## config.mk

```make
export PLATFORM = sky130hd
export DESIGN_NAME = hawk_axi_rd_arb
export DESIGN_NICKNAME = d
export VERILOG_FILES = /design/src/rtl/hawk_axi_rd_arb.sv
export SDC_FILE = /design/constraint.sdc
export NUM_CORES = 1
export LEC_CHECK = 0
export ABC_AREA = 1
export BUFFER_PORTS_ARGS = -buffer_cell sky130_fd_sc_hd__buf_2
export CAP_MARGIN = 20
export CORE_AREA = 2 2 443 445
export CTS_BUF_LIST = sky130_fd_sc_hd__clkbuf_4 sky130_fd_sc_hd__clkbuf_8 sky130_fd_sc_hd__clkbuf_16
export DETAILED_ROUTE_END_ITERATION = 8
export DIE_AREA = 0 0 445 447
export PLACE_DENSITY_LB_ADDON = 0.08
export SLEW_MARGIN = 20
export SYNTH_ARGS = -nofsm -noshare
export SYNTH_HDL_FRONTEND = slang
export SYNTH_SLANG_ARGS = --single-unit
```

## constraint.sdc

```tcl
create_clock -name clk_i -period 2.3 [get_ports clk_i]
set_input_delay 0.23 -clock clk_i [delete_from_list [all_inputs] [get_ports clk_i]]
set_output_delay 0.23 -clock clk_i [all_outputs]
set_load 0.01 [all_outputs]
```

## src/rtl/hawk_axi_rd_arb.sv

```systemverilog
// hawk_axi_rd_arb: two-requester (ATT / TOL) round-robin arbiter that turns
// table-entry IDs into single-beat 64-byte AXI4 reads, one read in flight.
//
// Ports:
//   clk_i, rst_i                 clock, synchronous active-high reset
//   att_req_i/att_id_i           ATT requester: level request + entry ID
//   att_done_o/att_err_o         ATT one-cycle completion pulse + error flag
//   tol_req_i/tol_id_i           list (TOL) requester: level request + entry ID
//   tol_done_o/tol_err_o         TOL one-cycle completion pulse + error flag
//   rdata_o                      returned cache line, valid with a done pulse
//   ar*_o / arready_i            AXI4 read-address channel
//   rdata_i/rresp_i/rlast_i/
//   rvalid_i / rready_o          AXI4 read-data channel
module hawk_axi_rd_arb #(
  parameter logic [63:0] HAWK_ATT_START  = 64'h0000_0000_8000_0000,
  parameter logic [63:0] HAWK_LIST_START = 64'h0000_0000_8010_0000,
  parameter int unsigned ATT_ID_W        = 16,
  parameter int unsigned LST_ID_W        = 16,
  parameter int unsigned TMO_CYC         = 1024
) (
  input  logic                clk_i,
  input  logic                rst_i,
  input  logic                att_req_i,
  input  logic [ATT_ID_W-1:0] att_id_i,
  output logic                att_done_o,
  output logic                att_err_o,
  input  logic                tol_req_i,
  input  logic [LST_ID_W-1:0] tol_id_i,
  output logic                tol_done_o,
  output logic                tol_err_o,
  output logic [511:0]        rdata_o,
  output logic [63:0]         araddr_o,
  output logic [7:0]          arlen_o,
  output logic [2:0]          arsize_o,
  output logic [1:0]          arburst_o,
  output logic [3:0]          arid_o,
  output logic                arvalid_o,
  input  logic                arready_i,
  input  logic [511:0]        rdata_i,
  input  logic [1:0]          rresp_i,
  input  logic                rlast_i,
  input  logic                rvalid_i,
  output logic                rready_o
);

  localparam int unsigned WD_W = $clog2(TMO_CYC + 1);

  typedef enum logic [1:0] {S_IDLE, S_ADDR, S_DATA, S_RESP} state_t;

  state_t         r_state;
  logic           r_gnt_tol;   // requester owning the current transaction
  logic           r_prio_tol;  // TOL wins the next tie
  logic           r_drain;     // a timed-out beat may still arrive
  logic [WD_W-1:0] r_wdog;
  logic [63:0]    r_araddr;
  logic [3:0]     r_arid;
  logic           r_arvalid;
  logic           r_rready;
  logic [511:0]   r_rdata;
  logic           r_att_done;
  logic           r_att_err;
  logic           r_tol_done;
  logic           r_tol_err;

  logic                w_gnt_any;
  logic                w_gnt_tol;
  logic                w_id_zero;
  logic [ATT_ID_W-1:0] w_att_idm1;
  logic [LST_ID_W-1:0] w_tol_idm1;
  logic [63:0]         w_att_addr;
  logic [63:0]         w_tol_addr;
  logic                w_rerr;
  logic                w_unused_rlast;

  // Single-beat reads: rlast carries no information here.
  assign w_unused_rlast = rlast_i;

  // Round-robin pick: a lone requester always wins, a tie goes to r_prio_tol.
  assign w_gnt_any = att_req_i | tol_req_i;
  assign w_gnt_tol = tol_req_i & (~att_req_i | r_prio_tol);
  assign w_id_zero = w_gnt_tol ? (tol_id_i == '0) : (att_id_i == '0);

  // Entry ID is 1-based; id-1 wraps in the ID width before widening.
  assign w_att_idm1 = att_id_i - ATT_ID_W'(1);
  assign w_tol_idm1 = tol_id_i - LST_ID_W'(1);
  assign w_att_addr = HAWK_ATT_START  + ((64'(w_att_idm1) >> 3) << 6);
  assign w_tol_addr = HAWK_LIST_START + ((64'(w_tol_idm1) >> 2) << 6);

  assign w_rerr = (rresp_i != 2'b00);

  // Main controller: arbitration, AXI handshakes, watchdog, completion.
  always_ff @(posedge clk_i) begin
    if (rst_i) begin
      r_state    <= S_IDLE;
      r_gnt_tol  <= 1'b0;
      r_prio_tol <= 1'b0;
      r_drain    <= 1'b0;
      r_wdog     <= '0;
      r_araddr   <= '0;
      r_arid     <= '0;
      r_arvalid  <= 1'b0;
      r_rready   <= 1'b0;
      r_rdata    <= '0;
      r_att_done <= 1'b0;
      r_att_err  <= 1'b0;
      r_tol_done <= 1'b0;
      r_tol_err  <= 1'b0;
    end else begin
      // Completion outputs are single-cycle; rdata_o is zero outside RESP.
      r_att_done <= 1'b0;
      r_att_err  <= 1'b0;
      r_tol_done <= 1'b0;
      r_tol_err  <= 1'b0;
      r_rdata    <= '0;

      case (r_state)
        S_IDLE: begin
          if (r_drain && rvalid_i) begin
            r_rready <= 1'b0;
            r_drain  <= 1'b0;
          end
          if (w_gnt_any) begin
            r_gnt_tol  <= w_gnt_tol;
            r_prio_tol <= ~w_gnt_tol;
            r_rready   <= 1'b0;
            r_drain    <= 1'b0;
            r_arid     <= w_gnt_tol ? 4'd1 : 4'd0;
            if (w_id_zero) begin
              // ID 0 has no table entry: fail without touching the bus.
              r_att_done <= ~w_gnt_tol;
              r_att_err  <= ~w_gnt_tol;
              r_tol_done <= w_gnt_tol;
              r_tol_err  <= w_gnt_tol;
              r_state    <= S_RESP;
            end else begin
              r_araddr  <= w_gnt_tol ? w_tol_addr : w_att_addr;
              r_arvalid <= 1'b1;
              r_state   <= S_ADDR;
            end
          end
        end

        S_ADDR: begin
          if (arready_i) begin
            r_arvalid <= 1'b0;
            r_rready  <= 1'b1;
            r_wdog    <= '0;
            r_state   <= S_DATA;
          end
        end

        S_DATA: begin
          if (rvalid_i) begin
            r_rready   <= 1'b0;
            r_rdata    <= rdata_i;
            r_att_done <= ~r_gnt_tol;
            r_att_err  <= ~r_gnt_tol & w_rerr;
            r_tol_done <= r_gnt_tol;
            r_tol_err  <= r_gnt_tol & w_rerr;
            r_state    <= S_RESP;
          end else if (r_wdog == WD_W'(TMO_CYC - 1)) begin
            // Give up; keep rready high so a late beat is swallowed later.
            r_drain    <= 1'b1;
            r_att_done <= ~r_gnt_tol;
            r_att_err  <= ~r_gnt_tol;
            r_tol_done <= r_gnt_tol;
            r_tol_err  <= r_gnt_tol;
            r_state    <= S_RESP;
          end else begin
            r_wdog <= r_wdog + WD_W'(1);
          end
        end

        S_RESP: begin
          if (r_drain && rvalid_i) begin
            r_rready <= 1'b0;
            r_drain  <= 1'b0;
          end
          r_state <= S_IDLE;
        end

        default: r_state <= S_IDLE;
      endcase
    end
  end

  assign att_done_o = r_att_done;
  assign att_err_o  = r_att_err;
  assign tol_done_o = r_tol_done;
  assign tol_err_o  = r_tol_err;
  assign rdata_o    = r_rdata;
  assign araddr_o   = r_araddr;
  assign arlen_o    = 8'd0;
  assign arsize_o   = 3'd6;
  assign arburst_o  = 2'b01;
  assign arid_o     = r_arid;
  assign arvalid_o  = r_arvalid;
  assign rready_o   = r_rready;

endmodule

```

==> metrics.txt <==
cell family with most CP delay simple AND/OR/NAND/NOR gates; Post-Route WL 115,000 um; layout cell share with drive strength beyond 1 33.5%; Clk Tree Root Cell clkbuf_16; Static Leak ~18 nW; number of vias per cell between 2 and 3; #FFs+latches synth 550; slew margin rel. between 50% and 60%; vias between 15,000 and 20,000; pwr/cell area approximately 840 mW/mm2; Inserted Clock Buffers between 80 and 90; die area 0.199 mm2; vias in the first global route approximately 19,000; Final GP Congestion approximately 0.81; Die Ht around 450 um; FMAX around 0.50 GHz; Global Route Usage Sum roughly 11%; Inst Count DP roughly 5,700; Crit-path slowest cell nand4_1; initial antenna violation count 31; post-DR wirelength/cell ~18 um; worst path buffer plus inverter count 1; worst slew pin tran 0.688 ns; R2R Path End araddr_o[11]; Hold/Removal Path Class in -> reg; Area Overhead vs Synth 95.1%; # IOs 1,152; synth top area cells dfxtp_1, nor2_1, inv_1, nand2_1, buf_4; die span in x approximately 450 um; clock skew 0.0619 ns; CP Class reg -> reg; Max IR drop VDD 0.476 mV; fin nets roughly 4,300; largest net degree at the start of global routing a little under 60; Crit Reg-Reg Startpoint r_prio_tol; CP Launch Point r_prio_tol; Worst Setup Start Kind flop; Initial Utilization approximately 9.0%; max-slew violation count 0; DRC Markers 0; first-pass GRT wire length roughly 150,000 um; Crit path depth 7; DR iter-0 viols approximately 500; Mapped Area around 0.017 mm2; row count about 160; Detailed Place HPWL 95,100 um; Final Non-Filler Cells roughly 6,400; Hold Vio Cnt, Final 0; crit path time final approximately 2.0 ns; CTS clk-pin slew, worst paths 0.06 ns; critical path capture point type flop; CP Capture Point araddr_o[11]; worst-case clock buffer depth 3; Critical Path, Cell by Cell inv_1, nand2_1, nand2_1, nand3_1, nand4_1, o21ai_0, nor2_1; Yosys warning total 0; data arrival time of the worst path between 2 and 3 ns; Fin Setup TNS 0 ns; Crit Path Max Fanout 12; crit share post-route 87.8%; Netlist cell types 33; port bufs approximately 1,100; H-tree Lvls 3; total gr overflow 0; max incr delay on CP approximately 0.56 ns; Synth top area share a little over three fifths; Post-CTS Setup Inserts 0; Clk Latency, worst-skew pair 0.70 ns; unrepaired setup endpoints after global routing false; most common cell after layout, fill and taps aside buf_2; register area share after synthesis between 60% and 70%; Critical Path RT between 2 and 3 ns; worst hold slack 0.0938 ns; worst reg-to-reg setup slack 0.28 ns; worst-case reg-to-reg path depth 7; DR pass1 iterations 5; core footprint between 0.15 and 0.2 mm2; Cells after Synth 2,096; count of final setup violators 0; Synth area leader dfxtp_1; clk sink count 550; Most common cell on crit path nand2_1; status complete, no violations; most frequent cells in the layout buf_2, nor2_1, inv_1; max cap viols 0; TritonCTS clock tree yes; Final ANT Viol Nets 0; synthesized area per cell around 8.3 um2
==> through the flow <==
step | util (%) | setup WS, ns | cell area, um2 | power [mW]
after detailed placement | 13.3 | 0.182 | 25800 | 14.6
after global routing | 17.5 | 0.0698 | 34100 | 30.2
final | 17.5 | 0.282 | 34100 | 28.6
after CTS | 17.5 | 0.185 | 34100 | 29.6
after floorplan | - | 0.652 | 17700 | 12.4
after global placement | 13.3 | 0.225 | 25800 | 14.6
==> per-layer routing <==
layer	vias to the layer above	wire, um	GRT usage (%)
met5	-	30	0
met4	4	2750	3.42
met3	171	7650	3.18
met2	668	58200	19.7
met1	8148	46600	12.6
li1	9071	-	-
==> what timing repair did <==
item                                   in CTS  in global routing
endpoints found under the hold margin     534                  0
gates resized for setup                     0                  0
hold buffers                              532                  0
==> synthesized netlist by cell type, drive strengths merged <==
cell,number
clkbuf,12
nor2,608
nand2,148
conb,2
a21oi,24
nor3,8
xor2,4
nand3b,2
a31oi,1
nand3,25
dfxtp,550
o21a,2
o21ai,16
a211oi,1
xnor2,1
buf,118
nor3b,1
inv,553
and3,3
o21bai,6
nand4,4
ha,6
clkinv,1
==> state kept, by name (all words and copies together) (netlist names), 2 cells and up <==
signal and flops:
r_wdog 11, r_state 2, rdata_o 512, araddr_o 16
==> worst min-delay path by stage <==
stage	to	start	cells after the start	slack (ns)
after floorplan	rdata_o[0]	rdata_i[0]	2	0.34
after global placement	rdata_o[74]	rdata_i[74]	3	0.44
after detailed placement	rdata_o[101]	rdata_i[101]	3	0.45
after CTS	araddr_o[10]	att_id_i[7]	5	0.007
after global routing	araddr_o[10]	att_id_i[7]	5	0.08
final	araddr_o[10]	att_id_i[7]	5	0.09
==> area by class of cell <==
class	count	area, um2
clock inverter	24	363
fill	22383	160000
multi-input combinational	924	3780
timing repair buffer	1642	11100
clock buffer	128	2550
sequential	550	11000
inverter	554	2080
antenna	4	10.0
tap	2542	3180
==> worst reg2reg max path, delay by kind of cell (launching register included) <==
kind / cells / cell delay (ns)
AOI/OAI and AO/OA: 1 / 0.39
buffers and inverters: 1 / 0.05
DFF: 1 / 0.30
and+or+nand+nor: 5 / 1.16
==> report_power, final <==
part	switching, mW	internal (mW)	leakage (nW)
sequential	0.280	10.2	4.45
combinational	2.63	1.88	12.5
clock	5.26	8.34	1.46
total	8.17	20.5	18.4
==> logic make-up after synthesis <==
logic type | share of synthesized area, %
buffers and inverters | 16.7
xor gates and xnor gates | 0.251
and+or+nand+nor | 18.0
DFF | 63.1
other | 0.0430
AOI/OAI and AO/OA | 1.57
adders and majority gates | 0.430
Note: power is estimated with default switching activity, not from simulation.
